**config.mk**
```make
export PLATFORM = sky130hd
export DESIGN_NAME = fpu_regfile_fcsr
export DESIGN_NICKNAME = d
export VERILOG_FILES = /design/src/rtl/fpu_regfile_fcsr.sv
export SDC_FILE = /design/constraint.sdc
export NUM_CORES = 2
export LEC_CHECK = 0
export BUFFER_PORTS_ARGS = -buffer_cell sky130_fd_sc_hd__buf_2
export CORE_ASPECT_RATIO = 0.75
export CORE_MARGIN = 1
export CORE_UTILIZATION = 45
export CTS_BUF_LIST = sky130_fd_sc_hd__clkbuf_16
export DETAILED_ROUTE_END_ITERATION = 12
export PLACE_DENSITY = 0.65
export SLEW_MARGIN = 0
export SYNTH_ARGS = -nofsm -noshare
export SYNTH_HDL_FRONTEND = slang
export SYNTH_SLANG_ARGS = --single-unit
```
**constraint.sdc**
```tcl
create_clock -name clk -period 2.6 [get_ports clk]
set_clock_uncertainty 0.2 [all_clocks]
set_input_delay 0.52 -clock clk [delete_from_list [all_inputs] [get_ports clk]]
set_output_delay 0.52 -clock clk [all_outputs]
set_load 0.02 [all_outputs]
```
**src/rtl/fpu_regfile_fcsr.sv**
```systemverilog
// FPU register file and fcsr (frm, fflags) holder.
// Serves combinational operand reads with write-through bypass, CSR read-modify-write and sticky flag accumulation.
module fpu_regfile_fcsr #(
    parameter int NREGS  = 32,
    parameter int DATA_W = 32
) (
    input  logic              clk,
    input  logic              rst,
    input  logic [4:0]        f_rs1,
    input  logic [4:0]        f_rs2,
    input  logic [4:0]        f_rd,
    input  logic              f_wen,
    input  logic              f_LW,
    input  logic [DATA_W-1:0] load_data,
    input  logic [DATA_W-1:0] FPU_out,
    input  logic [4:0]        f_flags,
    input  logic              flags_valid,
    input  logic [2:0]        frm,
    input  logic [1:0]        csr_op,
    input  logic [1:0]        csr_sel,
    input  logic [7:0]        csr_wdata,
    output logic [7:0]        csr_rdata,
    output logic [DATA_W-1:0] f_rs1_data,
    output logic [DATA_W-1:0] f_rs2_data,
    output logic [2:0]        f_frm_out,
    output logic              rm_illegal,
    output logic [4:0]        fflags_out
);

    localparam logic [1:0] SEL_FFLAGS = 2'b00;
    localparam logic [1:0] SEL_FRM    = 2'b01;
    localparam logic [1:0] SEL_FCSR   = 2'b10;

    localparam logic [1:0] OP_WRITE = 2'b01;
    localparam logic [1:0] OP_SET   = 2'b10;
    localparam logic [1:0] OP_CLEAR = 2'b11;

    localparam logic [2:0] RM_DYN = 3'b111;

    logic [DATA_W-1:0] regs_q [NREGS];
    logic [DATA_W-1:0] wdata;

    logic [2:0] frm_q, frm_d;
    logic [4:0] fflags_q, fflags_d;
    logic [4:0] fflags_csr;
    logic [7:0] csr_res;

    function automatic logic [7:0] csr_apply(input logic [1:0] op,
                                             input logic [7:0] old,
                                             input logic [7:0] wd);
        case (op)
            OP_WRITE: return wd;
            OP_SET:   return old | wd;
            OP_CLEAR: return old & ~wd;
            default:  return old;
        endcase
    endfunction

    assign wdata = f_LW ? load_data : FPU_out;

    // Bypass lets a consumer see the value being written back this same cycle.
    assign f_rs1_data = (f_wen && (f_rd == f_rs1)) ? wdata : regs_q[f_rs1];
    assign f_rs2_data = (f_wen && (f_rd == f_rs2)) ? wdata : regs_q[f_rs2];

    always_ff @(posedge clk) begin
        if (rst) begin
            for (int i = 0; i < NREGS; i++) begin
                regs_q[i] <= '0;
            end
        end else if (f_wen) begin
            regs_q[f_rd] <= wdata;
        end
    end

    assign f_frm_out  = (frm == RM_DYN) ? frm_q : frm;
    assign rm_illegal = (f_frm_out >= 3'b101);
    assign fflags_out = fflags_q;

    // Only the selected field's width of csr_wdata takes part in the update.
    always_comb begin
        csr_rdata  = 8'h00;
        csr_res    = 8'h00;
        fflags_csr = fflags_q;
        frm_d      = frm_q;
        case (csr_sel)
            SEL_FFLAGS: begin
                csr_rdata  = {3'b000, fflags_q};
                csr_res    = csr_apply(csr_op, {3'b000, fflags_q}, {3'b000, csr_wdata[4:0]});
                fflags_csr = csr_res[4:0];
            end
            SEL_FRM: begin
                csr_rdata = {5'b00000, frm_q};
                csr_res   = csr_apply(csr_op, {5'b00000, frm_q}, {5'b00000, csr_wdata[2:0]});
                frm_d     = csr_res[2:0];
            end
            SEL_FCSR: begin
                csr_rdata  = {frm_q, fflags_q};
                csr_res    = csr_apply(csr_op, {frm_q, fflags_q}, csr_wdata);
                frm_d      = csr_res[7:5];
                fflags_csr = csr_res[4:0];
            end
            default: begin
                csr_rdata = 8'h00;
            end
        endcase
        // Flags raised this cycle survive a concurrent CSR write or clear.
        fflags_d = fflags_csr | (flags_valid ? f_flags : 5'b00000);
    end

    always_ff @(posedge clk) begin
        if (rst) begin
            frm_q    <= 3'b000;
            fflags_q <= 5'b00000;
        end else begin
            frm_q    <= frm_d;
            fflags_q <= fflags_d;
        end
    end

endmodule

```
==> flow_summary_export.csv <==
group,metric,value,unit
timing,period_needed,3.21,ns
critical_path,critPathCaptureType,"output port",
pwr,switchingPower,11.3,mW
floorplanning,dieArea,121000,µm²
timing,setup_ws,-0.609,ns
floorplanning,coreArea,118000,µm²
timing,rsz0062_at_grt,"true",
yosys,synth_top_area_share,57.3,%
placement,io_buffer_count,184,
critical_path,path_class,"reg -> out",
pwr,powerDensity,621,nW/µm²
timing,timing.fmax,0.312,GHz
drt,wl_per_cell,33.2,µm
drt,ant_nets,0,
critical_path,r2r_cells,2,
critical_path,rrSetupSlack,1.70,ns
pwr,ir_drop,0.000547,V
min_path,hold_end,"fflags_out[1]",
run_status,failed_checks,"negative setup slack",
yosys,synth_area_leader_cell,"edfxtp_1",
cells_and_area,drive_gt1_share,43.2,%
floorplanning,fp.dieH,301,µm
yosys,synth_seq_area_share,57.6,%
drt,drc,0,
critical_path,r2r_end,"frm_q[0]",
drt,totalWireLength,195000,µm
critical_path,startpoint_type,"register",
pwr,p_int,31.7,mW
floorplanning,start_util,45.5,%
placement,pre_cts_ws,-0.717,ns
yosys,synth_ff_type,"edfxtp_1",
yosys,synth-edff-count,1024,
clock_network,h-tree-depth,3,
pwr,p_sw_share,26.3,%
grt,grt-ovfl-total,0,
cells_and_area,fillCellCount,8889,
clock_network,tritoncts,"yes",
floorplanning,rows,109,
cells_and_area,area_growth,29.0,%
yosys,synth_area_leaders,"edfxtp_1 (57%), mux4_2 (21%), nor2_1 (7.2%)",
timing,drv_slew,0,
floorplanning,io_pins,185,
pwr,power_frac_seq,45.7,%
pwr,leakage,24.9,nW
yosys,synthesis.nets,3830,
clock_network,cts_max_path_buffers,3,
drt,via_per_inst,6.69,
grt,grt_usage,32.3,%
critical_path,cp_max_fo,2,
run_status,run_status,"finished with violations",
min_path,min_path_type,"in -> reg",
clock_network,clk_pin_slew,0.07,ns
drt,drt_iter0_drc,6477,
yosys,yosysWarnings,0,
placement,dp_hpwl,130000,µm
yosys,avgSynthCellArea,14.4,µm²
yosys,ys_seq_elements,1032,
clock_network,cts_root_buffer,"clkbuf_16",
min_path,hp-start,"csr_wdata[1]",
timing,hold_viol_final,0,
clock_network,numCtsBuffers,102,
timing,hold_ws,0.0444,ns
yosys,syn_area,53700,µm²
grt,grt_pass1_wl,278000,µm
critical_path,reg2reg_from,"frm_q[0]",
critical_path,crit_required,1.88,ns
grt,grt_pass1_vias,38726,
placement,routabilityCongestion,0.974,
critical_path,arrival,2.49,ns
drt,first_pass_iters,6,
grt,antenna_found_initial,7,
yosys,synth_cell_types,48,
grt,grt_max_degree,36,
run,drv_cap,0,
clock_network,clk_latency,0.70,ns
floorplanning,die_width,401,µm
cells_and_area,finalNetCount,4347,
clock_network,cts.sinks,1032,
yosys,synth-async-reset-ratio,0,%
drt,vias,39336,
pwr,comb_power_share,18.1,%
yosys,synthCells,3722,
timing,period_share,123,%
timing,relSlewSlack,56.3,%
min_path,min_path_cells,4,
pwr,pwr-share-clk,36.2,%
timing,finalSetupViolations,64,
timing,tightestPinTransition,0.656,ns
## Yosys cell counts (all sizes together) (8+ instances only)
| cell | n |
|---|---|
| a211o | 63 |
| a211oi | 63 |
| a21oi | 12 |
| and2 | 9 |
| buf | 130 |
| clkbuf | 287 |
| dfxtp | 8 |
| edfxtp | 1024 |
| mux2i | 95 |
| mux4 | 512 |
| nand2 | 45 |
| nand2b | 37 |
| nand3b | 67 |
| nor2 | 1034 |
| nor2b | 67 |
| o21ai | 11 |
| o22ai | 126 |
| o31ai | 65 |
| xor2 | 8 |
## layer usage
| layer | vias to the layer above | wire length (µm) | GRT usage [%] |
|---|---|---|---|
| met2 | 3364 | 85100 | 47.4 |
| met5 | - | 58 | 0 |
| met3 | 474 | 30500 | 10.1 |
| met4 | 8 | 8060 | 12.1 |
| met1 | 20027 | 71300 | 45.2 |
| li1 | 15463 | - | - |
## worst max-delay path, stage by stage (launching register included)
cell	delay, ns
edfxtp_1	0.36
mux4_2	0.25
mux2i_1	0.07
buf_4	0.17
a211o_1	0.30
o31ai_4	0.43
buf_6	0.19
## layout by cell type, fill, tap and decap left out, drive strengths merged, types with 12 or more instances in the layout
master,instances
mux4,512
nand2b,37
a211oi,63
nand2,45
inv,22
o22ai,126
a211o,63
buf,809
mux2i,95
o31ai,65
nor2b,67
edfxtp,1024
a21oi,12
clkbuf,105
bufinv,16
nor2,1034
nand3b,67
clkinv,38
## registers in the layout, indices dropped and copies added, names as in the netlist
register,count
frm_q,3
fflags_out,5
regs_q,1024
## how the worst max path moves through the flow
stage,from,endpoint,slack (ns),depth (start not counted)
after global placement,f_rs1[0],f_rs1_data[17],-0.71,8
after CTS,regs_q[21][27],f_rs2_data[27],-0.62,6
after global routing,regs_q[19][27],f_rs2_data[27],-0.67,6
final,regs_q[21][27],f_rs2_data[27],-0.61,6
after floorplan,f_rs2[0],f_rs2_data[31],-0.13,7
after detailed placement,f_rs1[0],f_rs1_data[17],-0.72,8
## layout make-up
| cell class | instances | area, µm² | area share [%] |
|---|---|---|---|
| tap | 1554 | 1940 | 2.81 |
| antenna | 3 | 7.51 | 0.0108 |
| sequential | 1032 | 30900 | 44.6 |
| inverter | 2 | 7.51 | 0.0108 |
| clock inverter | 81 | 860 | 1.24 |
| multi-input combinational | 2271 | 23700 | 34.3 |
| timing repair buffer | 830 | 9200 | 13.3 |
| clock buffer | 103 | 2580 | 3.72 |
## kinds of logic (layout without fill, tap and decap cells)
family,Yosys count,after routing,synth area share [%]
compound gates,355,355,4.72
xor+xnor,12,12,0.196
fa+ha+maj,4,4,0.0932
buf+inv,419,1016,3.89
flops,1032,1032,57.6
mux,607,607,23.2
other cells,0,3,0
simple gates,1293,1293,10.3
## per-stage QoR
stage	total power, mW	setup TNS, ns	util, %	area (µm²)	instances
2_1_floorplan	23.7	-3.81	-	55300	3722
6_report	43.0	-30.38	58.6	69300	5876
4_1_cts	42.8	-30.56	58.4	69000	5868
3_5_place_dp	26.8	-37.79	53.5	63100	5653
5_1_grt	43.9	-33.01	58.6	69300	5875
3_3_place_gp	26.7	-37.61	53.5	63100	5653
## what timing repair did
item | CTS | global route
pin swaps | 156 | 57
resized for setup | 381 | 39
setup endpoints to repair | 64 | 64
cloned | 15 | 0
buffers inserted | 33 | 9
hold buffers | 11 | 0
endpoints found under the hold margin | 6 | 0
## power groups by stage
| stage | Combinational (mW) | Clock [mW] | Sequential, mW |
|---|---|---|---|
| final | 7.77 | 15.6 | 19.7 |
| after global routing | 7.96 | 16.2 | 19.7 |
| after CTS | 7.58 | 15.6 | 19.6 |
| after detailed placement | 6.82 | 0 | 20.0 |
| after global placement | 6.78 | 0 | 19.9 |
| after floorplan | 3.93 | 0 | 19.8 |
No activity file was read; power rests on OpenSTA's default activity.
